**src/rtl/extmem_arbiter_if.sv**
```systemverilog
// Requester-side bundle of the external memory arbiter: one instance per
// requesting port (PDP-8 memory cycle on A, ARM AXI mapper on B).
interface extmem_arbiter_if;
  logic        req;
  logic        wena;
  logic [14:0] addr;
  logic [11:0] wdat;
  logic        done;
  logic [11:0] rdat;

  // The requester drives the access and watches for completion.
  modport master (output req, output wena, output addr, output wdat,
                  input  done, input  rdat);
  // The arbiter samples the access and returns completion and read data.
  modport slave  (input  req, input  wena, input  addr, input  wdat,
                  output done, output rdat);
endinterface

```
**src/rtl/extmem_arbiter.sv**
```systemverilog
// Two-port arbiter in front of a single block RAM. One access at a time:
// IDLE grants a port and latches its request, ACCESS holds the RAM enabled
// for LATENCY cycles, DONE pulses the winner's done for one cycle. Port A
// normally wins, but after STARVE consecutive A grants with B waiting, B wins.
module extmem_arbiter #(
  parameter int LATENCY = 3,   // block-RAM cycles per access, 1..7
  parameter int STARVE  = 4    // max consecutive A grants while B waits, 1..15
) (
  input  logic                CLOCK,
  input  logic                RESET_N,
  extmem_arbiter_if.slave     port_a,
  extmem_arbiter_if.slave     port_b,
  output logic [14:0]         xbraddr,
  output logic [11:0]         xbrwdat,
  output logic                xbrenab,
  output logic                xbrwena,
  input  logic [11:0]         xbrrdat,
  output logic                busy,
  output logic                owner
);

  typedef enum logic [1:0] {
    IDLE   = 2'd0,
    ACCESS = 2'd1,
    DONE   = 2'd2
  } state_t;

  localparam logic [2:0] LAST_CYCLE = 3'(LATENCY - 1);
  localparam logic [3:0] STARVE_MAX = 4'(STARVE);

  state_t      state;
  state_t      state_nxt;
  logic [2:0]  cyc_cnt;
  logic [3:0]  starve_cnt;
  logic [14:0] lat_addr;
  logic [11:0] lat_wdat;
  logic        lat_wena;
  logic [11:0] a_rdat_q;
  logic [11:0] b_rdat_q;
  logic        grant;
  logic        grant_b;
  logic        access_end;

  // Next-state and grant decision.
  // NOTE: every signal gets a default before the case so no path leaves one
  // unassigned; otherwise synthesis infers a latch to hold the old value.
  always_comb begin
    state_nxt  = state;
    grant      = 1'b0;
    grant_b    = 1'b0;
    access_end = 1'b0;
    case (state)
      IDLE: begin
        if (port_a.req || port_b.req) begin
          grant     = 1'b1;
          // B wins when alone, or when A has starved it for STARVE grants.
          grant_b   = port_b.req && (!port_a.req || (starve_cnt == STARVE_MAX));
          state_nxt = ACCESS;
        end
      end
      ACCESS: begin
        access_end = (cyc_cnt == LAST_CYCLE);
        if (access_end) state_nxt = DONE;
      end
      DONE:    state_nxt = IDLE;
      default: state_nxt = IDLE;
    endcase
  end

  // State register; reset aborts any access in flight.
  // NOTE: clocked state uses non-blocking assignments so every register
  // samples pre-edge values, independent of statement order.
  always_ff @(posedge CLOCK or negedge RESET_N) begin
    if (!RESET_N) state <= IDLE;
    else          state <= state_nxt;
  end

  // Grant latching, cycle counting, starvation tracking and read-data capture.
  always_ff @(posedge CLOCK or negedge RESET_N) begin
    if (!RESET_N) begin
      owner      <= 1'b0;
      lat_addr   <= '0;
      lat_wdat   <= '0;
      lat_wena   <= 1'b0;
      cyc_cnt    <= '0;
      starve_cnt <= '0;
      a_rdat_q   <= '0;
      b_rdat_q   <= '0;
    end else begin
      if (grant) begin
        owner    <= grant_b;
        lat_addr <= grant_b ? port_b.addr : port_a.addr;
        lat_wdat <= grant_b ? port_b.wdat : port_a.wdat;
        lat_wena <= grant_b ? port_b.wena : port_a.wena;
        cyc_cnt  <= '0;
        // Count only A grants that made B wait; saturate at the limit.
        if (grant_b || !port_b.req)      starve_cnt <= '0;
        else if (starve_cnt != STARVE_MAX) starve_cnt <= starve_cnt + 4'd1;
      end else if (state == ACCESS) begin
        cyc_cnt <= cyc_cnt + 3'd1;
      end

      // Read data is taken on the edge that closes the last RAM cycle.
      if (access_end && !lat_wena) begin
        if (owner) b_rdat_q <= xbrrdat;
        else       a_rdat_q <= xbrrdat;
      end
    end
  end

  // RAM side sees only latched values, so requester changes after the grant
  // have no effect until the next grant.
  assign xbraddr     = lat_addr;
  assign xbrwdat     = lat_wdat;
  assign xbrenab     = (state == ACCESS);
  assign xbrwena     = xbrenab && lat_wena;
  assign busy        = (state != IDLE);
  assign port_a.done = (state == DONE) && !owner;
  assign port_b.done = (state == DONE) &&  owner;
  assign port_a.rdat = a_rdat_q;
  assign port_b.rdat = b_rdat_q;

endmodule

```
**src/flat_wrapper.sv**
```systemverilog
// flat-port wrapper written by rule: the top's interface ports become plain ports
module extmem_arbiter_flat 
#(
  parameter int LATENCY = 3,                                       
  parameter int STARVE  = 4                                                    
)
  (CLOCK, RESET_N, xbraddr, xbrwdat, xbrenab, xbrwena, xbrrdat, busy, owner, port_a_req, port_a_wena, port_a_addr, port_a_wdat, port_a_done, port_a_rdat, port_b_req, port_b_wena, port_b_addr, port_b_wdat, port_b_done, port_b_rdat);
  extmem_arbiter_if port_a_i ();
  extmem_arbiter_if port_b_i ();
  input  logic CLOCK;
  input  logic RESET_N;
  output logic [14:0] xbraddr;
  output logic [11:0] xbrwdat;
  output logic xbrenab;
  output logic xbrwena;
  input  logic [11:0] xbrrdat;
  output logic busy;
  output logic owner;
  input wire logic [$bits(port_a_i.req)-1:0] port_a_req;
  input wire logic [$bits(port_a_i.wena)-1:0] port_a_wena;
  input wire logic [$bits(port_a_i.addr)-1:0] port_a_addr;
  input wire logic [$bits(port_a_i.wdat)-1:0] port_a_wdat;
  output wire logic [$bits(port_a_i.done)-1:0] port_a_done;
  output wire logic [$bits(port_a_i.rdat)-1:0] port_a_rdat;
  input wire logic [$bits(port_b_i.req)-1:0] port_b_req;
  input wire logic [$bits(port_b_i.wena)-1:0] port_b_wena;
  input wire logic [$bits(port_b_i.addr)-1:0] port_b_addr;
  input wire logic [$bits(port_b_i.wdat)-1:0] port_b_wdat;
  output wire logic [$bits(port_b_i.done)-1:0] port_b_done;
  output wire logic [$bits(port_b_i.rdat)-1:0] port_b_rdat;
  assign port_a_i.req = port_a_req;
  assign port_a_i.wena = port_a_wena;
  assign port_a_i.addr = port_a_addr;
  assign port_a_i.wdat = port_a_wdat;
  assign port_a_done = port_a_i.done;
  assign port_a_rdat = port_a_i.rdat;
  assign port_b_i.req = port_b_req;
  assign port_b_i.wena = port_b_wena;
  assign port_b_i.addr = port_b_addr;
  assign port_b_i.wdat = port_b_wdat;
  assign port_b_done = port_b_i.done;
  assign port_b_rdat = port_b_i.rdat;
  extmem_arbiter #(.LATENCY(LATENCY), .STARVE(STARVE)) u_core (.CLOCK(CLOCK), .RESET_N(RESET_N), .port_a(port_a_i), .port_b(port_b_i), .xbraddr(xbraddr), .xbrwdat(xbrwdat), .xbrenab(xbrenab), .xbrwena(xbrwena), .xbrrdat(xbrrdat), .busy(busy), .owner(owner));
endmodule
```
**config.mk**
```make
export PLATFORM = sky130hd
export DESIGN_NAME = extmem_arbiter_flat
export DESIGN_NICKNAME = d
export VERILOG_FILES = /design/src/rtl/extmem_arbiter_if.sv /design/src/rtl/extmem_arbiter.sv /design/src/flat_wrapper.sv
export SDC_FILE = /design/constraint.sdc
export NUM_CORES = 1
export LEC_CHECK = 0
export CORE_ASPECT_RATIO = 0.6
export CORE_MARGIN = 2
export CORE_UTILIZATION = 38
export CTS_CLUSTER_DIAMETER = 40
export DETAILED_ROUTE_END_ITERATION = 10
export PLACE_DENSITY_LB_ADDON = 0.25
export SYNTH_ARGS = -nofsm -noshare
export SYNTH_HDL_FRONTEND = slang
export SYNTH_SLANG_ARGS = --single-unit
```
**constraint.sdc**
```tcl
create_clock -name CLOCK -period 3.7 [get_ports CLOCK]
set_input_delay 0.555 -clock CLOCK [delete_from_list [all_inputs] [get_ports CLOCK]]
set_output_delay 0.555 -clock CLOCK [all_outputs]
set_load 0.02 [all_outputs]
```
Yosys cells after proc, flatten, opt, wreduce, memory -nomap -nowiden:

Cells that the tools add are included.

* add/sub/neg operators: 2
* equal/unequal tests: 7
* muxes and demuxes: 15
* bitwise gates (word level): 1
* reduce and logical (&&, ||, !) cells: 20

Operators with widths (count)
* $mux W15: 1
* $mux W12: 1
* $mux W4: 2
* $reduce_and A2 Y1: 4
* $mux W1: 6
* $mux W3: 2
* $reduce_bool A2 Y1: 3
* $logic_and A1 B1 Y1: 5
* $add A4 B1 Y4 const B: 1
* $eq A4 B3 Y1 const B: 1
* $logic_not A1 Y1: 4
* $mux W2: 2
* $ne A4 B3 Y1 const B: 1
* $pmux W2 S2: 1
* $add A3 B1 Y3 const B: 1
* $eq A3 B2 Y1 const B: 1
* $logic_or A1 B1 Y1: 3
* $eq A2 B1 Y1 const B: 1
* $eq A2 B2 Y1 const B: 1
* $logic_not A2 Y1: 1
* $ne A2 B1 Y1 const B: 1
* $ne A2 B2 Y1 const B: 1
* $not A1 Y1: 1

* bits in registers: 62
* input bits: 72
* output and inout bits: 57
* logic and storage cells: 54

Logic depth before layout (Yosys ltp):

* depth in word-level cells: 8
* mapped depth: 7
* depth with buffers taken out: 5

Worst setup path after synthesis:

No wires, ideal clock.

* kind: reg2out
* from: register u_core.state[0]
* to: output xbrwena
* arrival time: 1443 ps
* required time: 3145 ps
* setup slack: 1702 ps
* cell stages (with the launch flop): 5
* path buffers: 2
* cell sequence: dfrtp_1 -> buf_4 -> clkbuf_1 -> nor2b_1 -> and2_1

* word-level cells in the longest chain between the ends: 2

Ends and longest elaborated chain
* start: declaration: line extmem_arbiter.sv:31 `state_t state;`
* start signal: assignment: line extmem_arbiter.sv:75 `else state <= state_nxt;`
* $eq A2 B1 Y1: line extmem_arbiter.sv:115 `assign xbrenab = (state == ACCESS);`
* named net xbrenab: line flat_wrapper.sv:14 `output logic xbrenab;`
* $logic_and A1 B1 Y1: line extmem_arbiter.sv:116 `assign xbrwena = xbrenab && lat_wena;`
* end: declaration: line flat_wrapper.sv:15 `output logic xbrwena;`

The timed path passes the listed nets, and every way through them passes these cells.

Worst setup path after layout:

* from: register u_core.state[0]
* to: output xbrwena

* word-level cells in the longest chain between the ends: 2

Ends and longest elaborated chain (line)
* $eq A2 B1 Y1: extmem_arbiter.sv:115
* $logic_and A1 B1 Y1: extmem_arbiter.sv:116

Every way passes these cells.

==> impl_metrics.env <==
export IMPL_critPathArrivalTime_ns=2.28
export IMPL_syn_inst=283
export IMPL_first_pass_iters=5
export IMPL_worst_path_largest_cell_delay_ns=0.60
export IMPL_syn_num_nets=359
export IMPL_root_buffer="clkbuf_16"
export IMPL_syn_area_sq_um=3174
export IMPL_power_frac_comb=0.483
export IMPL_yosysWarningCount=0
export IMPL_r2r_end="u_core.port_a.rdat[3]"
export IMPL_synth_seq_cells=62
export IMPL_hold_slack_ns=0.2240
export IMPL_crit_fanout=16
export IMPL_dieArea_sq_um=9124
export IMPL_synth_seq_area_share=0.4888
export IMPL_vias_per_cell=5.231
export IMPL_swShare=0.3668
export IMPL_p_sw_uw=1487
export IMPL_grt_pass1_wl_microns=13660
export IMPL_cts_tree="built"
export IMPL_first_iter_violations=189
export IMPL_setup_violations=0
export IMPL_core_sq_um=7976
export IMPL_final_cell_mix="127 x clkdlybuf4s50_1, 62 x dfrtp_1, 50 x inv_1"
export IMPL_tns_ns=0
export IMPL_initial_utilization=0.3980
export IMPL_drc=0
export IMPL_end_kind="primary output"
export IMPL_irDropWorstVdd_mv=0.3412
export IMPL_clock_power_share=0.203
export IMPL_grt_pass1_vias=2714
export IMPL_hold_path_class="primary input to async pin"
export IMPL_drive_gt1_frac=0.1335
export IMPL_area_growth_pct=51.60
export IMPL_outcome="complete, no violations"
export IMPL_rr_worst_depth=4
export IMPL_n_antenna_cell=0
export IMPL_die_y_microns=74.80
export IMPL_leakage_uw=0.002190
export IMPL_rows=25
export IMPL_layout_commonest_cell="clkdlybuf4s50_1"
export IMPL_cts_buffers_inserted=9
export IMPL_finalMaxSlewViolations=0
export IMPL_r2r_start="u_core.state[0]"
export IMPL_path_cells="buf_4 > nor2b_1 > and2_1 > clkdlybuf4s50_1"
export IMPL_cts_sinks=62
export IMPL_clk_latency_ns=0.32
export IMPL_fillers=651
export IMPL_grt_usage=0.1958
export IMPL_io_buffers=128
export IMPL_fin_crit_sh=0.7669
export IMPL_final_nets=483
export IMPL_clk_path_buf_depth=2
export IMPL_htree_levels=3
export IMPL_clock_fmax_mhz=352.4
export IMPL_drt_wl_total_microns=8707
export IMPL_crit_required_ns=3.14
export IMPL_finalClockSkew_ns=0.006193
export IMPL_cp_startpoint="u_core.state[0]"
export IMPL_postCtsSetupBuffers=0
export IMPL_avgSynthCellArea_sq_um=11.22
export IMPL_antenna_found_initial=0
export IMPL_crit_type="flip-flop to primary output"
export IMPL_die_x_microns=122.0
export IMPL_p_int_uw=2568
export IMPL_ff2ff_setup_slack_ns=1.11
export IMPL_relSlewSlack=0.2879
export IMPL_cp_start_kind="flip-flop"
export IMPL_fin_crit_ns=2.837
export IMPL_cts_hold_buf=0
export IMPL_crit_slowest_cell="clkdlybuf4s50_1"
export IMPL_grt_max_degree=39
export IMPL_hpwl_microns=6281
export IMPL_grt_ovfl_total=0
export IMPL_vias=2720
export IMPL_async_flop_share=1.000
export IMPL_synth_main_ff_cell="dfrtp_1"
export IMPL_synth_edf_count=0
export IMPL_cts_resized=0
export IMPL_power_density_nw_per_um2=842.6
export IMPL_drv_cap=0
export IMPL_clkTransAtPathRegs_ns=0.05
export IMPL_hold_viol_final=0
export IMPL_pin_count=129
export IMPL_post_drt_wl_per_cell_microns=16.74
export IMPL_pwr_share_seq=0.314
export IMPL_routabilityCongestion=0.7532
export IMPL_rsz0062_at_grt="false"
export IMPL_ys_types=41
export IMPL_route_antenna_remaining_nets=0
export IMPL_max_slew_worst_pin_slew_ns=1.063
==> stage by stage <==
step,power [uW],cells,cell area (sq um),utilization,setup WS [ns]
5_1_grt,4291,520,4812,0.6033,0.7281
6_report,4055,520,4812,0.6033,0.8626
2_1_floorplan,2360,283,3174,-,1.702
3_3_place_gp,3192,504,4512,0.5656,1.027
3_5_place_dp,3240,504,4512,0.5656,0.9620
4_1_cts,4086,520,4812,0.6033,0.8641
==> final cells by class <==
class	count	area, sq um	area share
timing repair buffer	134	1321	0.2746
tap	108	135.1	0.02808
clock buffer	9	225.2	0.04680
sequential	62	1551	0.3224
inverter	50	187.7	0.03900
clock inverter	7	75.07	0.01560
multi-input combinational	150	1316	0.2735
==> synth_stat cells (all sizes together), types with 3 or more instances <==
library cell	count	area, sq um
a21oi	3	18.77
a222oi	14	140.1
a2bb2oi	14	122.6
buf	11	83.83
clkbuf	10	37.54
dfrtp	62	1551
ha	4	50.05
inv	50	187.7
mux2	25	281.5
nor2	17	63.81
nor4b	15	131.4
o211a	15	157.7
o21bai	14	105.1
==> how the worst max path moves through the flow <==
stage	endpoint	cells after the start
4_1_cts	xbrwena	4
3_3_place_gp	u_core.xbraddr[8]	4
2_1_floorplan	xbrwena	4
5_1_grt	xbrwena	4
3_5_place_dp	u_core.xbrwdat[6]	4
6_report	xbrwena	4
==> power groups by stage <==
stage	clock network (uW)	registers [uW]	logic [uW]
2_1_floorplan	0	1550	808
3_3_place_gp	0	1260	1930
3_5_place_dp	0	1270	1960
4_1_cts	840	1270	1970
5_1_grt	878	1320	2090
6_report	823	1270	1960
==> cell families after synthesis <==
| logic type | after synthesis | synth area share |
|---|---|---|
| mux | 25 | 0.08869 |
| buf+inv | 71 | 0.09736 |
| compound gates | 70 | 0.1979 |
| flops | 62 | 0.4888 |
| simple gates | 51 | 0.1116 |
| fa+ha+maj | 4 | 0.01577 |
==> sequential cells by signal (all words and copies together) (netlist names) <==
register and count:
u_core.xbrwdat 12, u_core.port_a.rdat 12, u_core.port_b.rdat 12, u_core.owner 1, u_core.xbraddr 15, u_core.state 2, u_core.cyc_cnt 3, u_core.lat_wena 1
u_core.starve_cnt 4
==> metal layers <==
layer | up-vias | track usage | share of wire
met5 | - | 0 | 0
met4 | 0 | 0.06258 | 0.0074
met3 | 6 | 0.05758 | 0.063
met2 | 96 | 0.2942 | 0.45
met1 | 1349 | 0.2755 | 0.48
li1 | 1269 | - | -
==> critical path, delay by kind of cell, from the launching register on <==
kind / cells / cell delay, ns
buf+inv: 2 / 0.90
flops: 1 / 0.59
simple gates: 2 / 0.47
Note: power is estimated with default switching activity, not from simulation.
